**src/rtl/ddr_sched_pkg.sv**
```systemverilog
// rtl/ddr_sched_pkg.sv - shared types and constants for the DDR pair scheduler
// Contents:
//   state_e         scheduler state (IDLE, RUN, DRAIN)
//   SRC_A / SRC_B   tag source encodings
//   sample_width()  sample width derived from the BW offset parameter
package ddr_sched_pkg;

  typedef enum logic [1:0] {
    IDLE  = 2'd0,
    RUN   = 2'd1,
    DRAIN = 2'd2
  } state_e;

  localparam logic SRC_A = 1'b0;
  localparam logic SRC_B = 1'b1;

  localparam int SAMPLE_W_OFFSET = 15;

  function automatic int sample_width(input int bw);
    return bw + SAMPLE_W_OFFSET;
  endfunction

endpackage

```
**src/rtl/pair_fifo.sv**
```systemverilog
// rtl/pair_fifo.sv - per-requester FIFO with 1-word push and 0/1/2-word pop
// Ports:
//   clk, rst    clock, asynchronous active-high reset (clears pointers/count only)
//   push        write push_data this cycle
//   push_data   word to write
//   pop_cnt     number of words removed this cycle (0, 1 or 2)
//   head0/head1 oldest and second-oldest words
//   count       words currently held (0..DEPTH)
module pair_fifo
  import ddr_sched_pkg::*;
#(
  parameter int W     = sample_width(6),
  parameter int DEPTH = 4
) (
  input  logic                     clk,
  input  logic                     rst,
  input  logic                     push,
  input  logic [W-1:0]             push_data,
  input  logic [1:0]               pop_cnt,
  output logic [W-1:0]             head0,
  output logic [W-1:0]             head1,
  output logic [$clog2(DEPTH):0]   count
);

  localparam int PW = $clog2(DEPTH);

  logic [W-1:0]  mem [DEPTH];
  logic [PW-1:0] wr_ptr_q, wr_ptr_d;
  logic [PW-1:0] rd_ptr_q, rd_ptr_d;
  logic [PW:0]   count_q, count_d;

  // Pointers are exactly log2(DEPTH) bits, so the additions wrap modulo DEPTH.
  always_comb begin
    wr_ptr_d = wr_ptr_q + PW'(push);
    rd_ptr_d = rd_ptr_q + PW'(pop_cnt);
    count_d  = count_q + (PW+1)'(push) - (PW+1)'(pop_cnt);
  end

  always_ff @(posedge clk or posedge rst) begin
    if (rst) begin
      wr_ptr_q <= '0;
      rd_ptr_q <= '0;
      count_q  <= '0;
    end else begin
      wr_ptr_q <= wr_ptr_d;
      rd_ptr_q <= rd_ptr_d;
      count_q  <= count_d;
    end
  end

  // Storage is not reset; an empty count makes its contents unreachable.
  always_ff @(posedge clk) begin
    if (push) begin
      mem[wr_ptr_q] <= push_data;
    end
  end

  assign head0 = mem[rd_ptr_q];
  assign head1 = mem[rd_ptr_q + PW'(1)];
  assign count = count_q;

endmodule

```
**src/rtl/ddr_pair_scheduler.sv**
```systemverilog
// rtl/ddr_pair_scheduler.sv - feeds the two DDR mux slots from requesters A and B
// Ports:
//   CLK, RES          clock, asynchronous active-high reset
//   EN                run enable; dropping it while running starts a drain
//   A_DATA/A_VALID    requester A word and offer; A_READY accepts it
//   B_DATA/B_VALID    requester B word and offer; B_READY accepts it
//   OUT1/OUT2         mux IN1 (CLK high slot) / IN2 (CLK low slot)
//   TAG_VLD[1:0]      per-slot data-valid, bit0=slot1, bit1=slot2
//   TAG_SRC[1:0]      per-slot source (0=A, 1=B), 0 on idle slots
//   BUSY              high in RUN or DRAIN
module ddr_pair_scheduler
  import ddr_sched_pkg::*;
#(
  parameter int              BW        = 6,
  parameter int              DEPTH     = 4,
  parameter logic [BW+14:0]  IDLE_WORD = '0
) (
  input  logic           CLK,
  input  logic           RES,
  input  logic           EN,
  input  logic [BW+14:0] A_DATA,
  input  logic           A_VALID,
  output logic           A_READY,
  input  logic [BW+14:0] B_DATA,
  input  logic           B_VALID,
  output logic           B_READY,
  output logic [BW+14:0] OUT1,
  output logic [BW+14:0] OUT2,
  output logic [1:0]     TAG_VLD,
  output logic [1:0]     TAG_SRC,
  output logic           BUSY
);

  localparam int SW = sample_width(BW);
  localparam int CW = $clog2(DEPTH) + 1;

  logic [SW-1:0] a_head0, a_head1, b_head0, b_head1;
  logic [CW-1:0] a_count, b_count;
  logic [CW-1:0] a_count_nxt, b_count_nxt;
  logic [1:0]    a_pop, b_pop;
  logic          a_push, b_push;
  logic          a_has, b_has;

  state_e        state_q, state_d;
  logic          pri_q, pri_d;
  logic [SW-1:0] out1_q, out1_d, out2_q, out2_d;
  logic [1:0]    tag_vld_q, tag_vld_d, tag_src_q, tag_src_d;
  logic          a_ready_q, a_ready_d, b_ready_q, b_ready_d;

  assign a_push = A_VALID && a_ready_q;
  assign b_push = B_VALID && b_ready_q;
  // Pop decisions see only words present before this cycle's push.
  assign a_has  = (a_count != '0);
  assign b_has  = (b_count != '0);

  pair_fifo #(.W(SW), .DEPTH(DEPTH)) u_fifo_a (
    .clk       (CLK),
    .rst       (RES),
    .push      (a_push),
    .push_data (A_DATA),
    .pop_cnt   (a_pop),
    .head0     (a_head0),
    .head1     (a_head1),
    .count     (a_count)
  );

  pair_fifo #(.W(SW), .DEPTH(DEPTH)) u_fifo_b (
    .clk       (CLK),
    .rst       (RES),
    .push      (b_push),
    .push_data (B_DATA),
    .pop_cnt   (b_pop),
    .head0     (b_head0),
    .head1     (b_head1),
    .count     (b_count)
  );

  // Slot selection: both non-empty -> one word each, PRI source first, then
  // PRI flips; a lone non-empty FIFO fills as many slots as it can.
  always_comb begin
    a_pop     = 2'd0;
    b_pop     = 2'd0;
    pri_d     = pri_q;
    out1_d    = IDLE_WORD;
    out2_d    = IDLE_WORD;
    tag_vld_d = 2'b00;
    tag_src_d = 2'b00;
    if (state_q != IDLE) begin
      if (a_has && b_has) begin
        a_pop     = 2'd1;
        b_pop     = 2'd1;
        tag_vld_d = 2'b11;
        pri_d     = ~pri_q;
        if (pri_q == SRC_A) begin
          out1_d    = a_head0;
          out2_d    = b_head0;
          tag_src_d = {SRC_B, SRC_A};
        end else begin
          out1_d    = b_head0;
          out2_d    = a_head0;
          tag_src_d = {SRC_A, SRC_B};
        end
      end else if (a_has) begin
        out1_d = a_head0;
        if (a_count >= CW'(2)) begin
          out2_d    = a_head1;
          a_pop     = 2'd2;
          tag_vld_d = 2'b11;
        end else begin
          a_pop     = 2'd1;
          tag_vld_d = 2'b01;
        end
        tag_src_d = {SRC_A, SRC_A};
      end else if (b_has) begin
        out1_d = b_head0;
        if (b_count >= CW'(2)) begin
          out2_d    = b_head1;
          b_pop     = 2'd2;
          tag_vld_d = 2'b11;
          tag_src_d = {SRC_B, SRC_B};
        end else begin
          b_pop     = 2'd1;
          tag_vld_d = 2'b01;
          tag_src_d = {SRC_A, SRC_B};
        end
      end
    end
  end

  always_comb begin
    state_d = state_q;
    case (state_q)
      IDLE:    if (EN) state_d = RUN;
      RUN:     if (!EN) state_d = DRAIN;
      DRAIN: begin
        if (EN) begin
          state_d = RUN;
        end else if (!a_has && !b_has) begin
          state_d = IDLE;
        end
      end
      default: state_d = IDLE;
    endcase
  end

  // READY is registered from next-cycle occupancy, so a full FIFO never
  // sees another push and count stays within DEPTH.
  always_comb begin
    a_count_nxt = a_count + CW'(a_push) - CW'(a_pop);
    b_count_nxt = b_count + CW'(b_push) - CW'(b_pop);
    a_ready_d   = (a_count_nxt < CW'(DEPTH)) && (state_d != DRAIN);
    b_ready_d   = (b_count_nxt < CW'(DEPTH)) && (state_d != DRAIN);
  end

  always_ff @(posedge CLK or posedge RES) begin
    if (RES) begin
      state_q   <= IDLE;
      pri_q     <= SRC_A;
      out1_q    <= IDLE_WORD;
      out2_q    <= IDLE_WORD;
      tag_vld_q <= 2'b00;
      tag_src_q <= 2'b00;
      a_ready_q <= 1'b0;
      b_ready_q <= 1'b0;
    end else begin
      state_q   <= state_d;
      pri_q     <= pri_d;
      out1_q    <= out1_d;
      out2_q    <= out2_d;
      tag_vld_q <= tag_vld_d;
      tag_src_q <= tag_src_d;
      a_ready_q <= a_ready_d;
      b_ready_q <= b_ready_d;
    end
  end

  assign OUT1    = out1_q;
  assign OUT2    = out2_q;
  assign TAG_VLD = tag_vld_q;
  assign TAG_SRC = tag_src_q;
  assign A_READY = a_ready_q;
  assign B_READY = b_ready_q;
  assign BUSY    = (state_q != IDLE);

endmodule

```
**config.mk**
```make
export PLATFORM = sky130hd
export DESIGN_NAME = ddr_pair_scheduler
export DESIGN_NICKNAME = d
export VERILOG_FILES = /design/src/rtl/ddr_sched_pkg.sv /design/src/rtl/pair_fifo.sv /design/src/rtl/ddr_pair_scheduler.sv
export SDC_FILE = /design/constraint.sdc
export NUM_CORES = 1
export LEC_CHECK = 0
export ABC_AREA = 1
export BUFFER_PORTS_ARGS = -buffer_cell sky130_fd_sc_hd__buf_2
export CORE_MARGIN = 5
export CORE_UTILIZATION = 65
export CTS_BUF_LIST = sky130_fd_sc_hd__clkbuf_8 sky130_fd_sc_hd__clkbuf_16
export DETAILED_ROUTE_END_ITERATION = 16
export PLACE_DENSITY = 0.86
export SLEW_MARGIN = 30
export SYNTH_ARGS = -nofsm -noshare
export SYNTH_HDL_FRONTEND = slang
export SYNTH_SLANG_ARGS = --single-unit
```
**constraint.sdc**
```tcl
create_clock -name CLK -period 3.55 [get_ports CLK]
set_input_delay 0.71 -clock CLK [delete_from_list [all_inputs] [get_ports CLK]]
set_output_delay 0.71 -clock CLK [all_outputs]
set_load 0.005 [all_outputs]
```
==> results.toml <==
[die]
initial_core_util = 0.6598
io_pins = 96
die_w_um = 144.8
num_rows = 49
coreArea_um2 = 17900
die_h_um = 144.8
dieArea_um2 = 20970

[sta]
clock.fmax_mhz = 343.7
fin_ws_ps = 640.8
final-setup-viol-count = 0
setup_tns_ps = 0
slew_viol_final = 0
fin_crit_ps = 2909
relSlewSlack = 0.4542
fin_crit_sh = 0.8195
fin_worst_skew_ps = 12.76
rsz0062_at_grt = "no"
max_slew.worst_pin.slew_ps = 817.8
hold_viol = 0

[critical_path]
endpoint_kind = "flip-flop"
cp-start-kind = "flip-flop"
cp.depth = 11
ff2ff_path_depth = 11
crit_family = "adder cells"
critPathKind = "flip-flop to flip-flop"
path_buf_inv = 2
critPathMaxStageDelay_ps = 400
required_ps = 3940
path_cells = "nor2_2, nand2_2, inv_1, nor3_1, ha_1, inv_1, ha_1, fa_1, xnor2_1, xor2_1, nor2_1"
arrival_ps = 3300
cp_max_fo = 26
critPathSlowestCell = "dfrtp_1"

[power_and_ir_drop]
p_total_mw = 12.03
ir_drop_uv = 561.8
leakage_nw = 6.307
powerDensity_nw_per_um2 = 911.2

[global_route]
grt_max_degree = 48
grt_pass1_vias = 9324
grt_first_pass_wirelength_um = 48210
antenna_found_initial = 0
overflow = 0
grt.total_usage = 0.2954

[logic_synthesis]
synthCells = 1425
yosys_warnings = 0
synth_area_um2 = 11810
seq_area_frac_synth = 0.5648
synth-async-reset-ratio = 0.2790
synth_top_flop_cell = "edfxtp_1"
synth_top_area_share = 0.4271
ys_types = 27
syn-num-nets = 1484
synth.avg_cell_area_um2 = 8.289
ys_seq_elements = 233
synth_edf_count = 168
synth_common_cells = "nand2_1 (574), nand3_1 (172), edfxtp_1 (168), nor2_1 (154), inv_1 (116)"
yosysMostFrequentCell = "nand2_1"
synthTopCellsByArea = "edfxtp_1 (43%), nand2_1 (18%), dfrtp_1 (14%), nand3_1 (7.3%), nor2_1 (4.9%)"
synth_area_leader_cell = "edfxtp_1"

[detailed_routing]
vias = 9879
via_per_inst = 5.652
initialDrtViolationCount = 1034
ant_nets = 0
drt_wl_total_um = 30680
drc = 0
routedWlPerCell_um = 17.55
first_pass_iters = 6

[final_layout]
fin_util = 0.7373
final_cells = 1748
synthToLayoutAreaGrowth_pct = 11.75
nets = 1560
regArea_um2 = 6673
drive_gt1_frac = 0.1356
antennaDiodeCount = 0
n_fill_cell = 1307
multi_input_area_um2 = 4362

[placed_design]
dp_hpwl_um = 20080
place_ws_ps = 703.1
place_inst = 1704
globalplace.congestion = 0.9155
io_buffer_count = 95

[clock_tree]
clkLatencyLatePin_ps = 520
holdBufCountCts = 0
cts_root_buffer = "clkbuf_16"
ctsResizeCount = 0
post_cts_buffers = 0
clk_pin_slew_ps = 70
cts_made_buffers = 24
clockBufferDepth = 3
h-tree-depth = 1
cts_tree = "yes"
clkSinkCount = 233

[job]
cap_viol_max_count = 0

[min_path]
min_path_type = "input pin to async pin"

[status]
status = "completed"
[per-layer routing]
layer / vias to the layer above / wire [um] / part of all wire / global-route usage
li1: 4660 / - / - / -
met1: 4641 / 11630 / 0.38 / 0.3837
met2: 496 / 15390 / 0.50 / 0.5136
met3: 82 / 2559 / 0.083 / 0.03615
met4: 0 / 1098 / 0.036 / 0.1075
met5: - / 0 / 0 / 0
[worst paths after layout]
path	startpoint	end	slack, ps
worst max-delay path	u_fifo_b.count[1]	B_READY	640
worst min-delay path	RES	OUT1[5]	330
worst max register to register	u_fifo_b.count[1]	B_READY	640
worst min register to register	state_q[0]	state_q[0]	510
max in group asynchronous	RES	OUT1[15]	2460
min in group CLK	B_DATA[17]	u_fifo_b.mem[2][17]	410
[layout make-up]
class | count | area share
clock buffer | 27 | 0.04948
clock inverter | 17 | 0.006920
inverter | 121 | 0.03451
multi-input combinational | 999 | 0.3305
sequential | 233 | 0.5055
tap | 229 | 0.02171
timing repair buffer | 122 | 0.05138
[cells by family after synthesis]
| kind of cell | after synthesis | synth area share |
|---|---|---|
| compound gates | 24 | 0.01059 |
| xor+xnor | 10 | 0.007415 |
| fa+ha+maj | 12 | 0.01398 |
| buf+inv | 193 | 0.06928 |
| flops | 233 | 0.5648 |
| simple gates | 953 | 0.3339 |
[sequential cells by signal (all words and copies together), names as in the netlist]
name	cells
A_READY	1
u_fifo_b.count	3
OUT2	21
u_fifo_b.wr_ptr_q	2
TAG_VLD	2
TAG_SRC	2
u_fifo_a.wr_ptr_q	2
pri_q	1
u_fifo_b.rd_ptr_q	2
OUT1	21
u_fifo_a.mem	84
state_q	2
u_fifo_a.rd_ptr_q	2
u_fifo_b.mem	84
B_READY	1
u_fifo_a.count	3
[power breakdown]
group	total, mW	internal [mW]	switching [mW]
registers	3.90	3.54	0.363
logic	5.73	1.77	3.96
clock network	2.39	1.38	1.02
[per-stage QoR]
step	instance area, um^2	hold WS (ps)
2_1_floorplan	11810	441.9
3_3_place_gp	12450	454.1
3_5_place_dp	12450	493.4
4_1_cts	13200	393.3
5_1_grt	13200	399.3
6_report	13200	326.8
[worst reg2reg max path, cell delays in order (launching register included)]
cell     delay [ps]
dfrtp_1         400
nor2_2          220
nand2_2         370
inv_1           220
nor3_1          100
ha_1            310
inv_1            40
ha_1            200
fa_1            370
xnor2_1         220
xor2_1          230
nor2_1           80
[placed cells by master (no fill, tap or decap), types with 3 or more instances in the layout]
| master | netlist | layout |
|---|---|---|
| clkbuf_16 | 0 | 25 |
| nor3_2 | 0 | 8 |
| or2_2 | 32 | 32 |
| clkinv_1 | 2 | 7 |
| a21oi_1 | 12 | 12 |
| inv_2 | 3 | 3 |
| xor2_1 | 5 | 5 |
| edfxtp_1 | 168 | 168 |
| buf_2 | 48 | 95 |
| dfrtp_1 | 65 | 64 |
| inv_1 | 116 | 125 |
| o21ai_0 | 10 | 10 |
| xnor2_1 | 5 | 5 |
| nor2_1 | 154 | 154 |
| nand3_1 | 172 | 172 |
| buf_4 | 9 | 27 |
| nand2_1 | 574 | 574 |
| nor2_4 | 4 | 4 |
| ha_1 | 10 | 10 |
(Power assumes the default switching activity.)
